<file path="config.mk">
export PLATFORM = sky130hd
export DESIGN_NAME = fir_coeff_ctrl_flat
export DESIGN_NICKNAME = d
export VERILOG_FILES = /design/src/rtl/fir_coeff_ctrl_if.sv /design/src/rtl/fir_coeff_ctrl.sv /design/src/flat_wrapper.sv
export SDC_FILE = /design/constraint.sdc
export NUM_CORES = 1
export LEC_CHECK = 0
export BUFFER_PORTS_ARGS = -buffer_cell sky130_fd_sc_hd__buf_4
export CAP_MARGIN = 20
export CORE_UTILIZATION = 45
export DETAILED_ROUTE_END_ITERATION = 10
export PLACE_DENSITY = 0.75
export REMOVE_ABC_BUFFERS = 1
export SYNTH_ARGS = -nofsm -noshare
export SYNTH_HDL_FRONTEND = slang
export SYNTH_SLANG_ARGS = --single-unit
</file>
<file path="constraint.sdc">
create_clock -name Clk -period 5.3 [get_ports Clk]
set_clock_uncertainty 0.1 [all_clocks]
set_input_delay 1.06 -clock Clk [delete_from_list [all_inputs] [get_ports Clk]]
set_output_delay 1.06 -clock Clk [all_outputs]
set_load 0.02 [all_outputs]
</file>
<file path="src/rtl/fir_coeff_ctrl_if.sv">
// Coefficient stream, FIR coefficient-memory port and status signals of fir_coeff_ctrl.
// master = config source / memory side, slave = the controller.
`timescale 1ns/1ps
interface fir_coeff_ctrl_if #(
    parameter int DW = 12,
    parameter int AW = 8
);
    logic          cfg_start;
    logic          cfg_valid;
    logic          cfg_ready;
    logic [DW-1:0] cfg_data;
    logic          cfg_last;
    logic          fir_hlt;
    logic          fir_load;
    logic [AW-1:0] fir_write_address;
    logic [DW-1:0] fir_write_value;
    logic [AW-1:0] fir_read_address;
    logic [DW-1:0] fir_read_value;
    logic          busy;
    logic          done;
    logic          err;
    logic [AW:0]   tap_count;

    modport master (
        output cfg_start, cfg_valid, cfg_data, cfg_last, fir_read_value,
        input  cfg_ready, fir_hlt, fir_load, fir_write_address, fir_write_value,
               fir_read_address, busy, done, err, tap_count
    );

    modport slave (
        input  cfg_start, cfg_valid, cfg_data, cfg_last, fir_read_value,
        output cfg_ready, fir_hlt, fir_load, fir_write_address, fir_write_value,
               fir_read_address, busy, done, err, tap_count
    );
endinterface

</file>
<file path="src/rtl/fir_coeff_ctrl.sv">
// FIR coefficient programmer: stream write, zero-fill, checksum readback, then release fir_hlt.
// One registered write per accepted beat; cfg_ready is high only in WRITE until NTAPS beats are taken.
`timescale 1ns/1ps
module fir_coeff_ctrl #(
    parameter int NTAPS  = 16,
    parameter int DW     = 12,
    parameter int AW     = 8,
    parameter int RD_LAT = 1
) (
    input  logic             Clk,
    input  logic             Hlt,
    fir_coeff_ctrl_if.slave  bus
);
    localparam int            CW   = AW + 1;
    localparam logic [CW-1:0] LAST = CW'(NTAPS - 1);
    localparam logic [CW-1:0] NT   = CW'(NTAPS);

    typedef enum logic [2:0] {
        UNCFG,
        RUN,
        WRITE,
        FILL,
        VERIFY
    } state_t;

    state_t        state;
    logic [CW-1:0] wptr;
    logic [CW-1:0] ridx;
    logic [CW-1:0] ccnt;
    logic [15:0]   wsum;
    logic [15:0]   rsum;
    logic [RD_LAT:0] rd_pipe;
    logic          beat;

    assign beat = (state == WRITE) && bus.cfg_valid && bus.cfg_ready;

    always_ff @(posedge Clk or posedge Hlt) begin
        if (Hlt) begin
            state                 <= UNCFG;
            wptr                  <= '0;
            ridx                  <= '0;
            ccnt                  <= '0;
            wsum                  <= '0;
            rsum                  <= '0;
            rd_pipe               <= '0;
            bus.cfg_ready         <= 1'b0;
            bus.fir_hlt           <= 1'b1;
            bus.fir_load          <= 1'b0;
            bus.fir_write_address <= '0;
            bus.fir_write_value   <= '0;
            bus.fir_read_address  <= '0;
            bus.busy              <= 1'b0;
            bus.done              <= 1'b0;
            bus.err               <= 1'b0;
            bus.tap_count         <= '0;
        end else begin
            bus.done     <= 1'b0;
            bus.fir_load <= 1'b0;
            // rd_pipe[k] marks a readback address issued k cycles ago
            for (int i = RD_LAT; i > 0; i--) begin
                rd_pipe[i] <= rd_pipe[i-1];
            end
            rd_pipe[0] <= 1'b0;

            case (state)
                UNCFG, RUN: begin
                    if (bus.cfg_start) begin
                        state         <= WRITE;
                        bus.cfg_ready <= 1'b1;
                        bus.busy      <= 1'b1;
                        bus.fir_hlt   <= 1'b1;
                        bus.err       <= 1'b0;
                        bus.tap_count <= '0;
                        wptr          <= '0;
                        ridx          <= '0;
                        ccnt          <= '0;
                        wsum          <= '0;
                        rsum          <= '0;
                    end
                end

                WRITE: begin
                    if (beat) begin
                        bus.fir_load          <= 1'b1;
                        bus.fir_write_address <= wptr[AW-1:0];
                        bus.fir_write_value   <= bus.cfg_data;
                        bus.tap_count         <= wptr + 1'b1;
                        wsum                  <= wsum + 16'(bus.cfg_data);
                        wptr                  <= wptr + 1'b1;
                        if (wptr == LAST) begin
                            // A full-length stream without cfg_last is an overflow; still verified
                            bus.cfg_ready <= 1'b0;
                            state         <= VERIFY;
                            if (!bus.cfg_last) begin
                                bus.err <= 1'b1;
                            end
                        end else if (bus.cfg_last) begin
                            bus.cfg_ready <= 1'b0;
                            state         <= FILL;
                        end
                    end
                end

                FILL: begin
                    bus.fir_load          <= 1'b1;
                    bus.fir_write_address <= wptr[AW-1:0];
                    bus.fir_write_value   <= '0;
                    wptr                  <= wptr + 1'b1;
                    if (wptr == LAST) begin
                        state <= VERIFY;
                    end
                end

                VERIFY: begin
                    if (ridx != NT) begin
                        bus.fir_read_address <= ridx[AW-1:0];
                        ridx                 <= ridx + 1'b1;
                        rd_pipe[0]           <= 1'b1;
                    end
                    if (rd_pipe[RD_LAT]) begin
                        rsum <= rsum + 16'(bus.fir_read_value);
                        ccnt <= ccnt + 1'b1;
                    end else if (ccnt == NT) begin
                        bus.done <= 1'b1;
                        bus.busy <= 1'b0;
                        if ((rsum == wsum) && !bus.err) begin
                            state       <= RUN;
                            bus.fir_hlt <= 1'b0;
                        end else begin
                            state   <= UNCFG;
                            bus.err <= 1'b1;
                        end
                    end
                end

                default: state <= UNCFG;
            endcase
        end
    end
endmodule
</file>
<file path="src/flat_wrapper.sv">
// flat-port wrapper written by rule: the top's interface ports become plain ports
module fir_coeff_ctrl_flat 
#(
    parameter int NTAPS  = 16,
    parameter int DW     = 12,
    parameter int AW     = 8,
    parameter int RD_LAT = 1
)
  (Clk, Hlt, bus_cfg_start, bus_cfg_valid, bus_cfg_data, bus_cfg_last, bus_fir_read_value, bus_cfg_ready, bus_fir_hlt, bus_fir_load, bus_fir_write_address, bus_fir_write_value, bus_fir_read_address, bus_busy, bus_done, bus_err, bus_tap_count);
  fir_coeff_ctrl_if #(.DW(DW), .AW(AW)) bus_i ();
  input  logic Clk;
  input  logic Hlt;
  input wire logic [$bits(bus_i.cfg_start)-1:0] bus_cfg_start;
  input wire logic [$bits(bus_i.cfg_valid)-1:0] bus_cfg_valid;
  input wire logic [$bits(bus_i.cfg_data)-1:0] bus_cfg_data;
  input wire logic [$bits(bus_i.cfg_last)-1:0] bus_cfg_last;
  input wire logic [$bits(bus_i.fir_read_value)-1:0] bus_fir_read_value;
  output wire logic [$bits(bus_i.cfg_ready)-1:0] bus_cfg_ready;
  output wire logic [$bits(bus_i.fir_hlt)-1:0] bus_fir_hlt;
  output wire logic [$bits(bus_i.fir_load)-1:0] bus_fir_load;
  output wire logic [$bits(bus_i.fir_write_address)-1:0] bus_fir_write_address;
  output wire logic [$bits(bus_i.fir_write_value)-1:0] bus_fir_write_value;
  output wire logic [$bits(bus_i.fir_read_address)-1:0] bus_fir_read_address;
  output wire logic [$bits(bus_i.busy)-1:0] bus_busy;
  output wire logic [$bits(bus_i.done)-1:0] bus_done;
  output wire logic [$bits(bus_i.err)-1:0] bus_err;
  output wire logic [$bits(bus_i.tap_count)-1:0] bus_tap_count;
  assign bus_i.cfg_start = bus_cfg_start;
  assign bus_i.cfg_valid = bus_cfg_valid;
  assign bus_i.cfg_data = bus_cfg_data;
  assign bus_i.cfg_last = bus_cfg_last;
  assign bus_i.fir_read_value = bus_fir_read_value;
  assign bus_cfg_ready = bus_i.cfg_ready;
  assign bus_fir_hlt = bus_i.fir_hlt;
  assign bus_fir_load = bus_i.fir_load;
  assign bus_fir_write_address = bus_i.fir_write_address;
  assign bus_fir_write_value = bus_i.fir_write_value;
  assign bus_fir_read_address = bus_i.fir_read_address;
  assign bus_busy = bus_i.busy;
  assign bus_done = bus_i.done;
  assign bus_err = bus_i.err;
  assign bus_tap_count = bus_i.tap_count;
  fir_coeff_ctrl #(.NTAPS(NTAPS), .DW(DW), .AW(AW), .RD_LAT(RD_LAT)) u_core (.Clk(Clk), .Hlt(Hlt), .bus(bus_i));
endmodule
</file>
# After elaboration in Yosys (flattened, before gate mapping)
# Cells that the tools add are included.
dict set report op_classes {
  addsub 5
  n_eq_ne 20
  mux 53
  n_reduce_logical 22
}
# op n
set op_table {}
lappend op_table {{$pmux 16 s2} 2}
lappend op_table {{$pmux 9 s2} 3}
lappend op_table {{$mux 16} 3}
lappend op_table {{$mux 9} 4}
lappend op_table {{$add 16x12->16} 2}
lappend op_table {{$add 9x1->9 const B} 3}
lappend op_table {{$pmux 9 s3} 1}
lappend op_table {{$pmux 12 s2} 1}
lappend op_table {{$mux 1} 23}
lappend op_table {{$mux 3} 7}
lappend op_table {{$eq 16x16->1} 1}
lappend op_table {{$pmux 8 s2} 1}
lappend op_table {{$mux 12} 1}
lappend op_table {{$ne 2x1->1 const B} 6}
lappend op_table {{$pmux 3 s4} 1}
lappend op_table {{$reduce_and 3->1} 4}
lappend op_table {{$ne 2x2->1 const B} 5}
lappend op_table {{$eq 9x4->1 const B} 1}
lappend op_table {{$eq 9x5->1 const B} 1}
lappend op_table {{$ne 9x5->1 const B} 1}
lappend op_table {{$mux 8} 1}
lappend op_table {{$pmux 1 s2} 4}
lappend op_table {{$reduce_and 4->1} 2}
lappend op_table {{$reduce_and 8->1} 1}
lappend op_table {{14 further kinds} 21}
dict set report totals {
  register_bits 107
  wordCells 117
}

# Logic depth before layout (Yosys ltp)
dict set report logic_depth {
  ltp_word 6
  ltp_mapped 8
}

# Worst setup path after synthesis
# OpenSTA, ideal clock, no wires.
dict set report synth_timing {
  path_kind {in2reg}
  start {in bus_fir_read_value[0]}
  end {reg u_core.rsum[14]}
  setup_ps 79
  t_arrival_ps 2678
  required_time_ps 5121
  path_slack_ps 2443
  cell_stages 8
  cell_sequence {ha_1 -> inv_1 -> fa_1 -> nand2b_1 -> a21oi_1 -> o211ai_1 -> a211oi_1 -> mux2i_1}
}
dict set report synth_between {
  elab_chain_cells 3
}
# element line
set synth_lines {}
lappend synth_lines {{start: declaration} flat_wrapper.sv:17} ;# input wire logic [$bits(bus_i.fir_read_value)-1:0] bus_fir_read_value;
lappend synth_lines {{$add 16x12->16} fir_coeff_ctrl.sv:121} ;# rsum <= rsum + 16'(bus.fir_read_value);
lappend synth_lines {{$mux 16} fir_coeff_ctrl.sv:120} ;# if (rd_pipe[RD_LAT]) begin
lappend synth_lines {{$pmux 16 s2} fir_coeff_ctrl.sv:65} ;# case (state)
lappend synth_lines {{end signal: assignment} fir_coeff_ctrl.sv:121}
lappend synth_lines {{end: declaration} fir_coeff_ctrl.sv:31} ;# logic [15:0] rsum;
# No other way between the ends. The select of a mux whose other input is x is not followed.
# A chain may end at the register's enable or synchronous reset.

# Worst setup path in the final report
dict set report layout_timing {
  start {reg u_core.state[1]}
  end {reg u_core.wptr[5]}
}
dict set report layout_between {
  elab_chain_cells 5
  elab_cells_between_ends 12
  cone_classes {5 x eq/ne; 1 x mux; 6 x reduce/logical}
}
# element line
set layout_lines {}
lappend layout_lines {{start: declaration} fir_coeff_ctrl.sv:26} ;# state_t state;
lappend layout_lines {{start signal: assignment} fir_coeff_ctrl.sv:39} ;# state <= UNCFG;
lappend layout_lines {{start signal: assignment} fir_coeff_ctrl.sv:68} ;# state <= WRITE;
lappend layout_lines {{start signal: assignment} fir_coeff_ctrl.sv:93} ;# state <= VERIFY;
lappend layout_lines {{$eq 3x2->1} {fir_coeff_ctrl.sv:35, fir_coeff_ctrl.sv:65}}
lappend layout_lines {{$logic_and 1x1->1 (2 in a row)} fir_coeff_ctrl.sv:35} ;# assign beat = (state == WRITE) && bus.cfg_valid && bus.cfg_ready;
lappend layout_lines {{$ne 2x1->1 (no source line)} n/a}
lappend layout_lines {{$reduce_and 3->1 (no source line)} n/a}
lappend layout_lines {{end signal: assignment} fir_coeff_ctrl.sv:89} ;# wptr <= wptr + 1'b1;
lappend layout_lines {{end signal: assignment} fir_coeff_ctrl.sv:108} ;# wptr <= wptr + 1'b1;
lappend layout_lines {{end: declaration} fir_coeff_ctrl.sv:27} ;# logic [CW-1:0] wptr;
# Several ways; a longest one is shown, not always the timed one.

==> impl_metrics.py <==
metrics = {
    "timing": {
        "slew_headroom_pct": 39.19,
        "setup_violations": 0,
        "finalCriticalPeriod_ns": 2.818,
        "report.final.slew_viol_count": 0,
        "fmax_mhz": 354.9,
        "rsz0062_at_grt": "false",
        "layout_setup_ws_ns": 2.482,
        "worst_slew_pin_slew_ns": 0.9122,
        "hold_viol_final": 0,
        "setup-tns-final_ns": 0,
        "period_share_pct": 53.16,
    },
    "status": {
        "outcome": "finished, final reports clean",
    },
    "placement": {
        "dp_hpwl_microns": 10410,
        "pre_cts_ws_ns": 2.147,
        "dp.cells": 878,
        "portBuffers": 71,
        "gp_congestion": 0.9202,
    },
    "grt": {
        "grt_use_total_pct": 22.05,
        "grt_pass1_wl_microns": 25120,
        "grt-ovfl-total": 0,
        "grt_pass1_vias": 5087,
        "antenna_found_initial": 0,
        "grt_max_degree": 70,
    },
    "cts": {
        "clk_pin_slew_ns": 0.07,
        "insertion_delay_ns": 0.36,
        "cts_tree": "built",
        "postCtsSetupRepairBufs": 0,
        "root_buffer": "clkbuf_16",
        "cts_resized": 0,
        "cts_inserted_buffers": 9,
        "ctsHoldBuffers": 0,
        "htree_num_levels": 3,
        "cts.sink_count": 107,
        "cts_buffer_depth": 2,
    },
    "yosys": {
        "synth_compound_area_share_pct": 17.84,
        "ys_seq_area_share_pct": 42.91,
        "synth_area_sq_um": 6243,
        "yosys.area.top_type_share_pct": 42.48,
        "synthTopCellsByArea": "dfrtp_1, ha_1, nand2_1",
        "synth-simple-area-share_pct": 20.10,
        "synth_cell_types": 69,
        "synth_edf_count": 0,
        "postSynthAreaPerCell_sq_um": 9.489,
        "synth_warnings": 0,
        "synth_async_sr_flop_share_pct": 100.0,
        "yosys.area_share.adder_pct": 6.453,
        "synth_seq_cells": 107,
        "synth_top_family_by_area": "simple AND/OR/NAND/NOR gates",
        "syn_inst": 658,
        "synth_mux_area_share_pct": 2.485,
        "yosysTopAreaCell": "dfrtp_1",
        "synth_xor_area_share_pct": 6.593,
        "synth_flop_cell": "dfrtp_1",
    },
    "power": {
        "combPwrFrac_pct": 44.7,
        "p_sw_share_pct": 41.89,
        "power.density_nw_per_um2": 499.3,
        "vdd_drop_max_uv": 286.3,
        "leakagePower_uw": 0.003249,
        "p_sw_uw": 1496,
        "p_int_uw": 2074,
        "power_uw": 3570,
        "p_clk_share_pct": 17.6,
        "p_seq_share_pct": 37.7,
    },
    "critical_path": {
        "critPathLaunch": "u_core.state[1]$_DFFE_PP0P_",
        "regToRegEndpoint": "u_core.wptr[5]$_DFFE_PP0P_",
        "reg2reg_slack_ns": 2.48,
        "arrival_ns": 2.95,
        "cp-end-kind": "flip-flop",
        "required_ns": 5.43,
        "start_kind": "flip-flop",
        "critPathCapture": "u_core.wptr[5]$_DFFE_PP0P_",
        "r2r_start": "u_core.state[1]$_DFFE_PP0P_",
        "path_max_fanout": 21,
        "rr_worst_depth": 5,
        "critPathKind": "reg2reg",
    },
    "drt": {
        "antenna_left": 0,
        "drc": 0,
        "route.final.wire_length_microns": 14840,
        "vias": 5122,
        "wl_per_cell_microns": 16.61,
        "via_per_inst": 5.736,
        "drt_iter0_markers": 280,
        "dr.pass1.iters": 4,
    },
    "finish": {
        "final_cell_mix": "dfrtp_1, nand2_1, buf_4",
        "final_nets": 773,
        "layout_commonest_cell": "dfrtp_1",
        "syn2layout_area_growth_pct": 14.51,
        "insertedDiodeCount": 0,
        "fillers": 1245,
        "stdcell_count": 893,
        "final_core_util_pct": 53.35,
        "drive_above_1_share_pct": 16.74,
    },
    "floorplanning": {
        "core_sq_um": 13400,
        "std_cell_rows": 42,
        "die_w_microns": 119.8,
        "dieArea_sq_um": 14350,
        "pin_count": 72,
        "die_h_microns": 119.8,
        "start_util_pct": 46.59,
    },
    "job": {
        "maxCapViolations": 0,
    },
    "worst_hold_path": {
        "hp-class": "reg2reg",
    },
}
==> power groups by stage <==
stage	clock network [uW]	logic, uW	registers, uW
2_1_floorplan	0	1080	1360
3_3_place_gp	0	1530	1340
3_5_place_dp	0	1580	1350
4_1_cts	642	1600	1340
5_1_grt	675	1790	1380
6_report	627	1600	1350
==> stage by stage <==
stage,hold slack [ns],instance area [sq um]
floorplan,0.2312,6081
finish,0.2537,7149
global route,0.2674,7149
CTS,0.2570,7149
global placement,0.2472,6888
detailed placement,0.2434,6888
==> cells by family after synthesis <==
group,count (synthesis)
xor gates and xnor gates,47
AOI/OAI and AO/OA,162
buffers and inverters,50
adders and majority gates,31
and+or+nand+nor,247
muxes,14
DFF,107
==> final cells by class <==
type | count | area (sq um) | area share, %
Sequential cell | 107 | 2679 | 37.47
Tap cell | 176 | 220.2 | 3.080
Clock inverter | 4 | 28.78 | 0.4025
Multi-Input combinational cell | 501 | 3344 | 46.78
Inverter | 17 | 66.31 | 0.9275
Clock buffer | 11 | 232.7 | 3.255
Timing Repair Buffer | 77 | 578.1 | 8.085
==> layer usage <==
metal | wire length, microns | part of all wire [%] | track usage (%)
met1 | 6590 | 44 | 28.26
met2 | 7205 | 49 | 36.67
met3 | 793 | 5.3 | 5.941
met4 | 246 | 1.7 | 5.938
met5 | 0 | 0 | 0
==> cell usage after synthesis, types with 6 or more instances <==
library cell,number
inv_1,17
dfrtp_1,106
nand3_1,36
buf_2,9
nand2b_1,8
o21ai_0,45
nor2_1,37
nor4b_1,16
ha_1,29
a21oi_1,33
o21a_1,9
o31ai_1,11
a21o_1,8
a211oi_1,6
xnor2_1,15
o211ai_1,7
mux2_2,8
clkbuf_1,16
a31o_2,8
nor3_1,7
and3_1,7
xor2_1,32
nand2_1,95
==> flip-flops by register name, summed over array words and instances, names as in the netlist, 2 cells and up <==
name                          cells
u_core.wsum                      16
u_core.bus.fir_write_address      8
u_core.state                      3
u_core.rsum                      16
u_core.ccnt                       9
u_core.ridx                       9
u_core.rd_pipe                    2
u_core.wptr                       9
u_core.bus.fir_read_address       8
u_core.bus.tap_count              9
u_core.bus.fir_write_value       12
==> critical path, cell delays in order (launching register included) <==
cell	delay (ns)
dfrtp_1	0.82
and4bb_2	0.42
and2_1	0.75
nor3_1	0.27
o21ai_0	0.23
o21ai_0	0.10
==> worst min-delay path by stage <==
stage,startpoint,to,slack [ns],cells past startpoint
floorplan,u_core.rd_pipe[0]$_DFF_PP0_,u_core.rd_pipe[1]$_DFF_PP0_,0.23,0
global placement,u_core.rd_pipe[0]$_DFF_PP0_,u_core.rd_pipe[1]$_DFF_PP0_,0.25,0
detailed placement,u_core.rd_pipe[0]$_DFF_PP0_,u_core.rd_pipe[1]$_DFF_PP0_,0.24,0
CTS,u_core.rd_pipe[0]$_DFF_PP0_,u_core.rd_pipe[1]$_DFF_PP0_,0.26,0
global route,u_core.rd_pipe[0]$_DFF_PP0_,u_core.rd_pipe[1]$_DFF_PP0_,0.27,0
finish,u_core.rd_pipe[0]$_DFF_PP0_,u_core.rd_pipe[1]$_DFF_PP0_,0.25,0
No activity file was read; power rests on OpenSTA's default activity.
